$ cat config.mk
export PLATFORM = sky130hd
export DESIGN_NAME = prime_power_exponent
export DESIGN_NICKNAME = d
export VERILOG_FILES = /design/src/rtl/pollard_pkg.sv /design/src/rtl/ppe_mul_cmp.sv /design/src/rtl/prime_power_exponent.sv
export SDC_FILE = /design/constraint.sdc
export NUM_CORES = 2
export LEC_CHECK = 0
export CAP_MARGIN = 0
export CORE_ASPECT_RATIO = 2
export CORE_MARGIN = 3
export CORE_UTILIZATION = 45
export CTS_CLUSTER_SIZE = 10
export DETAILED_ROUTE_END_ITERATION = 6
export PLACE_DENSITY = 0.58
export SETUP_SLACK_MARGIN = 0.05
export SLEW_MARGIN = 25
export SYNTH_ARGS = -nofsm -noshare
export SYNTH_HDL_FRONTEND = slang
export SYNTH_HIERARCHICAL = 1
export SYNTH_SLANG_ARGS = --single-unit
export TNS_END_PERCENT = 100
$ cat constraint.sdc
create_clock -name clk -period 12.8 [get_ports clk]
set_input_delay 1.28 -clock clk [delete_from_list [all_inputs] [get_ports clk]]
set_output_delay 1.28 -clock clk [all_outputs]
set_load 0.01 [all_outputs]
$ cat src/rtl/pollard_pkg.sv
// Shared definitions for the Pollard p-1 stage-1 datapath.
// Latency: n/a (types and constants only).
// Backpressure: n/a.
package pollard_pkg;

  localparam int PPE_BOUND_W = 64;
  localparam int PPE_BASE_W  = 16;
  localparam int PPE_EXP_W   = 8;

  typedef enum logic [1:0] {
    PPE_IDLE = 2'd0,
    PPE_CALC = 2'd1,
    PPE_DONE = 2'd2
  } ppe_state_e;

endpackage

$ cat src/rtl/ppe_mul_cmp.sv
// Combinational acc*base multiply and compare against the bound.
// Latency: 0 cycles (pure combinational; a pipeline stage can be added here later).
// Backpressure: none, the caller decides when to use the result.
module ppe_mul_cmp
  import pollard_pkg::*;
#(
  parameter int BOUND_W = PPE_BOUND_W,
  parameter int BASE_W  = PPE_BASE_W
) (
  input  logic [BOUND_W-1:0] acc,
  input  logic [BASE_W-1:0]  base,
  input  logic [BOUND_W-1:0] bound,
  output logic [BOUND_W-1:0] prod,
  output logic               le
);

  logic [BOUND_W+BASE_W-1:0] full;

  // Full-width product so the compare can never be fooled by wrap-around.
  always_comb begin
    full = {{BASE_W{1'b0}}, acc} * {{BOUND_W{1'b0}}, base};
    le   = (full <= {{BASE_W{1'b0}}, bound});
    prod = full[BOUND_W-1:0];
  end

endmodule

$ cat src/rtl/prime_power_exponent.sv
// Finds the largest e with base^e <= bound and returns e and base^e.
// Latency: exponent+1 cycles from accept to result; error requests complete the cycle after accept.
// Backpressure: start_ready only in IDLE; result held in DONE until res_ready.
module prime_power_exponent
  import pollard_pkg::*;
#(
  parameter int BOUND_W = PPE_BOUND_W,
  parameter int BASE_W  = PPE_BASE_W,
  parameter int EXP_W   = PPE_EXP_W
) (
  input  logic               clk,
  input  logic               rst_n,
  input  logic               start_valid,
  output logic               start_ready,
  input  logic [BOUND_W-1:0] bound,
  input  logic [BASE_W-1:0]  base,
  input  logic               flush,
  output logic               res_valid,
  input  logic               res_ready,
  output logic [EXP_W-1:0]   exponent,
  output logic [BOUND_W-1:0] power,
  output logic               err,
  output logic               sat
);

  localparam logic [EXP_W-1:0] EXP_MAX = '1;

  ppe_state_e         state_q, state_d;
  logic [BOUND_W-1:0] acc_q, acc_d;
  logic [EXP_W-1:0]   e_q, e_d;
  logic [BOUND_W-1:0] bound_q, bound_d;
  logic [BASE_W-1:0]  base_q, base_d;
  logic               err_q, err_d;
  logic               sat_q, sat_d;

  logic [BOUND_W-1:0] prod;
  logic               prod_le;

  ppe_mul_cmp #(
    .BOUND_W (BOUND_W),
    .BASE_W  (BASE_W)
  ) u_mul_cmp (
    .acc   (acc_q),
    .base  (base_q),
    .bound (bound_q),
    .prod  (prod),
    .le    (prod_le)
  );

  // Next-state and datapath update; flush overrides every handshake.
  always_comb begin
    state_d = state_q;
    acc_d   = acc_q;
    e_d     = e_q;
    bound_d = bound_q;
    base_d  = base_q;
    err_d   = err_q;
    sat_d   = sat_q;
    if (flush) begin
      state_d = PPE_IDLE;
      acc_d   = BOUND_W'(1);
      e_d     = '0;
      err_d   = 1'b0;
      sat_d   = 1'b0;
    end else begin
      case (state_q)
        PPE_IDLE: begin
          if (start_valid) begin
            bound_d = bound;
            base_d  = base;
            acc_d   = BOUND_W'(1);
            e_d     = '0;
            err_d   = 1'b0;
            sat_d   = 1'b0;
            if ((base < BASE_W'(2)) || (bound == '0)) begin
              err_d   = 1'b1;
              state_d = PPE_DONE;
            end else begin
              state_d = PPE_CALC;
            end
          end
        end
        PPE_CALC: begin
          if (prod_le) begin
            if (e_q != EXP_MAX) begin
              acc_d = prod;
              e_d   = e_q + EXP_W'(1);
            end else begin
              sat_d   = 1'b1;
              state_d = PPE_DONE;
            end
          end else begin
            state_d = PPE_DONE;
          end
        end
        PPE_DONE: begin
          if (res_ready) begin
            state_d = PPE_IDLE;
            acc_d   = BOUND_W'(1);
            e_d     = '0;
            err_d   = 1'b0;
            sat_d   = 1'b0;
          end
        end
        default: state_d = PPE_IDLE;
      endcase
    end
  end

  // State registers with asynchronous reset to the idle/empty result.
  always_ff @(posedge clk or negedge rst_n) begin
    if (!rst_n) begin
      state_q <= PPE_IDLE;
      acc_q   <= BOUND_W'(1);
      e_q     <= '0;
      bound_q <= '0;
      base_q  <= '0;
      err_q   <= 1'b0;
      sat_q   <= 1'b0;
    end else begin
      state_q <= state_d;
      acc_q   <= acc_d;
      e_q     <= e_d;
      bound_q <= bound_d;
      base_q  <= base_d;
      err_q   <= err_d;
      sat_q   <= sat_d;
    end
  end

  // Outputs come straight from state; no combinational path from inputs.
  always_comb begin
    start_ready = (state_q == PPE_IDLE);
    res_valid   = (state_q == PPE_DONE);
    exponent    = e_q;
    power       = acc_q;
    err         = err_q;
    sat         = sat_q;
  end

endmodule

==> impl_metrics.json <==
{
  "initial_utilization": 0.454,
  "num_io_pins": 161,
  "track_usage": 0.300,
  "grt_overflow": 0,
  "reg2reg_depth": 36,
  "cts-root-buf": "clkbuf_16",
  "rsz0062_at_grt": "no",
  "ys_seq_area_frac": 0.0988,
  "synth_area_um2": 39500,
  "clock.fmax_mhz": 82.4,
  "ff2ff_setup_slack_ps": 660,
  "slew_violations": 0,
  "synth_seq_cells": 156,
  "hold_path.class": "flop to flop",
  "final_cell_mix": "inv_1, fa_1, nand2_1",
  "synth_edf_count": 0,
  "hold_buffers": 0,
  "drc_errors": 0,
  "clockPowerShare": 0.062,
  "synth_nets": 5546,
  "grt_antenna_before_repair": 1,
  "antenna_cells": 0,
  "multi_input_area_um2": 31300,
  "fp.dieW_um": 216,
  "p_per_area_nw_per_um2": 208,
  "numClockSinks": 156,
  "finalSetupViolCount": 0,
  "ys_warn_count": 6,
  "cts_setup_buffers": 0,
  "io_buffers": 160,
  "critPathLaunchType": "flop",
  "tightest_slew_ps": 1050,
  "post-route-min-period_ps": 12140,
  "finalClockSkew_ps": 20.4,
  "vias_per_cell": 5.56,
  "numCtsBuffers": 17,
  "seqPwrFrac": 0.152,
  "ant_nets": 0,
  "status": "finished clean",
  "p_switching_uw": 5320,
  "die_h_um": 425,
  "syn_to_final_growth_pct": 8.31,
  "clk_latency_ps": 470,
  "stdcell_count": 5556,
  "cts_tree": "built",
  "tns_ps": 0,
  "hold_start": "bound_q[9]",
  "critPathKind": "flop to flop",
  "critPathMostFrequentCell": "fa_1",
  "dp_hpwl_um": 109000,
  "async_flop_share": 1.00,
  "swShare": 0.599,
  "r2r_end": "power[40]",
  "wl_per_cell_um": 24.2,
  "synth_ff_type": "dfrtp_1",
  "grt_pass1_vias": 35200,
  "cts_max_level": 4,
  "num-nets-final": 5552,
  "worst_ir_drop_vdd_mv": 0.172,
  "cts.path.max_buffers": 2,
  "critPathMaxFanout": 56,
  "wl_um": 135000,
  "arrival_ps": 12480,
  "num_vias": 30900,
  "final_common_cell": "inv_1",
  "place_congestion": 0.944,
  "max_slew_margin": 0.299,
  "holdPathEnd": "bound_q[9]",
  "grt_pass1_wl_um": 207000,
  "postLayoutCoreUtil": 0.492,
  "cts_resized": 0,
  "die_area_um2": 91700,
  "fill_cells": 8499,
  "avgSynthCellArea_um2": 9.04,
  "hold_depth": 1,
  "worstPathRequired_ps": 13150,
  "leakage_uw": 0.0198,
  "drv_cap": 0,
  "synthesis.instances": 4375,
  "regArea_um2": 3930,
  "first_iter_violations": 1624,
  "worstReg2RegStart": "base_q[8]",
  "p_comb_frac": 0.787,
  "max_stage_delay_ps": 1010,
  "layout-drive-gt1-share": 0.0535,
  "critPathCaptureType": "flop",
  "rows": 153,
  "grt_max_degree": 65,
  "dr.pass1.iters": 6,
  "clk_pin_slew_ps": 70,
  "intPower_uw": 3570,
  "placedCellCount": 5524,
  "fp.coreArea_um2": 87100,
  "period_share": 0.948,
  "slowest_stage": "dfrtp_2",
  "ys_types": 83,
  "hold_viol": 0
}
-- cell type report --
type                    instances  area share
repair buffers                227      0.0506
multi-input cells            3077       0.731
flip-flops and latches        156      0.0917
inverters                     902      0.0791
clock inverters                15     0.00412
well taps                    1162      0.0340
clock buffers                  17     0.00994
-- stage by stage --
step	hold WS, ps	area (um^2)	total power [uW]	worst slack, ps
after global placement	489	42200	8270	805
after floorplan	478	39500	5670	3600
after detailed placement	492	42200	8280	691
after global routing	524	42800	9720	113
after CTS	508	42800	8930	584
final	506	42800	8890	664
-- synth_stat cells (8+ instances only) --
cell type	count	share of area
xor2_1	26	0.0058
inv_1	902	0.086
nor2b_1	8	0.0013
nor2_1	54	0.0051
fa_1	866	0.44
nor4_1	26	0.0041
nand2_1	773	0.073
a21boi_0	8	0.0015
xnor2_1	38	0.0084
o21ai_0	77	0.0097
o21a_1	9	0.0017
and2_1	366	0.058
a22o_1	65	0.014
a211oi_1	11	0.0021
or3_1	12	0.0019
a21o_1	27	0.0051
nand4_1	50	0.0079
nand3_1	39	0.0049
a21oi_1	146	0.018
o21bai_1	12	0.0023
dfrtp_1	155	0.098
clkbuf_1	207	0.020
ha_1	220	0.070
buf_2	20	0.0025
nor3_1	18	0.0023
mux2_2	83	0.024
o31ai_1	13	0.0025
and4_1	9	0.0020
and3_1	8	0.0013
a31oi_1	9	0.0014
-- worst max-delay path by stage --
stage | from | end | slack [ps] | cells after the start
finish | base_q[8] | power[40] | 660 | 36
global route | base_q[8] | exponent[0] | 110 | 36
CTS | base_q[1] | exponent[0] | 580 | 35
detailed placement | base_q[2] | exponent[0] | 690 | 39
global placement | base_q[1] | exponent[0] | 800 | 35
floorplan | base_q[1] | exponent[0] | 3600 | 41
-- critical path: cells and delay by family, from the launching register on --
family / cells / cell delay, ps
flip-flops: 1 / 1010
XOR/XNOR: 1 / 220
multiplexers: 1 / 280
adder cells (fa/ha/maj): 8 / 3820
AO/OA/AOI/OAI: 9 / 2200
AND/OR/NAND/NOR: 12 / 3430
buffers and inverters: 5 / 990
-- power groups by stage --
stage | clock network [uW] | logic [uW] | registers (uW)
floorplan | 0 | 4880 | 789
global placement | 0 | 6910 | 1350
detailed placement | 0 | 6920 | 1360
CTS | 562 | 7020 | 1350
global route | 577 | 7770 | 1380
finish | 548 | 6990 | 1350
-- metal layers --
layer / GRT usage / part of all wire / up-vias
li1: - / - / 13300
met1: 0.301 / 0.33 / 16100
met2: 0.574 / 0.55 / 1047
met3: 0.0316 / 0.038 / 438
met4: 0.207 / 0.084 / 0
met5: 0 / 0 / -
-- flip-flops by register name (all words and copies together), names as in the netlist --
name      cells
state_q       2
bound_q      64
err           1
sat           1
exponent      8
power        64
base_q       16
-- kinds of logic (layout without fill, tap and decap cells) --
group	after synthesis	after routing	share of synthesized area
flops	156	156	0.0988
buf+inv	1142	1161	0.110
fa+ha+maj	1086	1086	0.508
xor+xnor	64	64	0.0142
simple gates	1399	1399	0.170
compound gates	438	438	0.0734
mux	90	90	0.0254
Note: power is estimated with default switching activity, not from simulation.
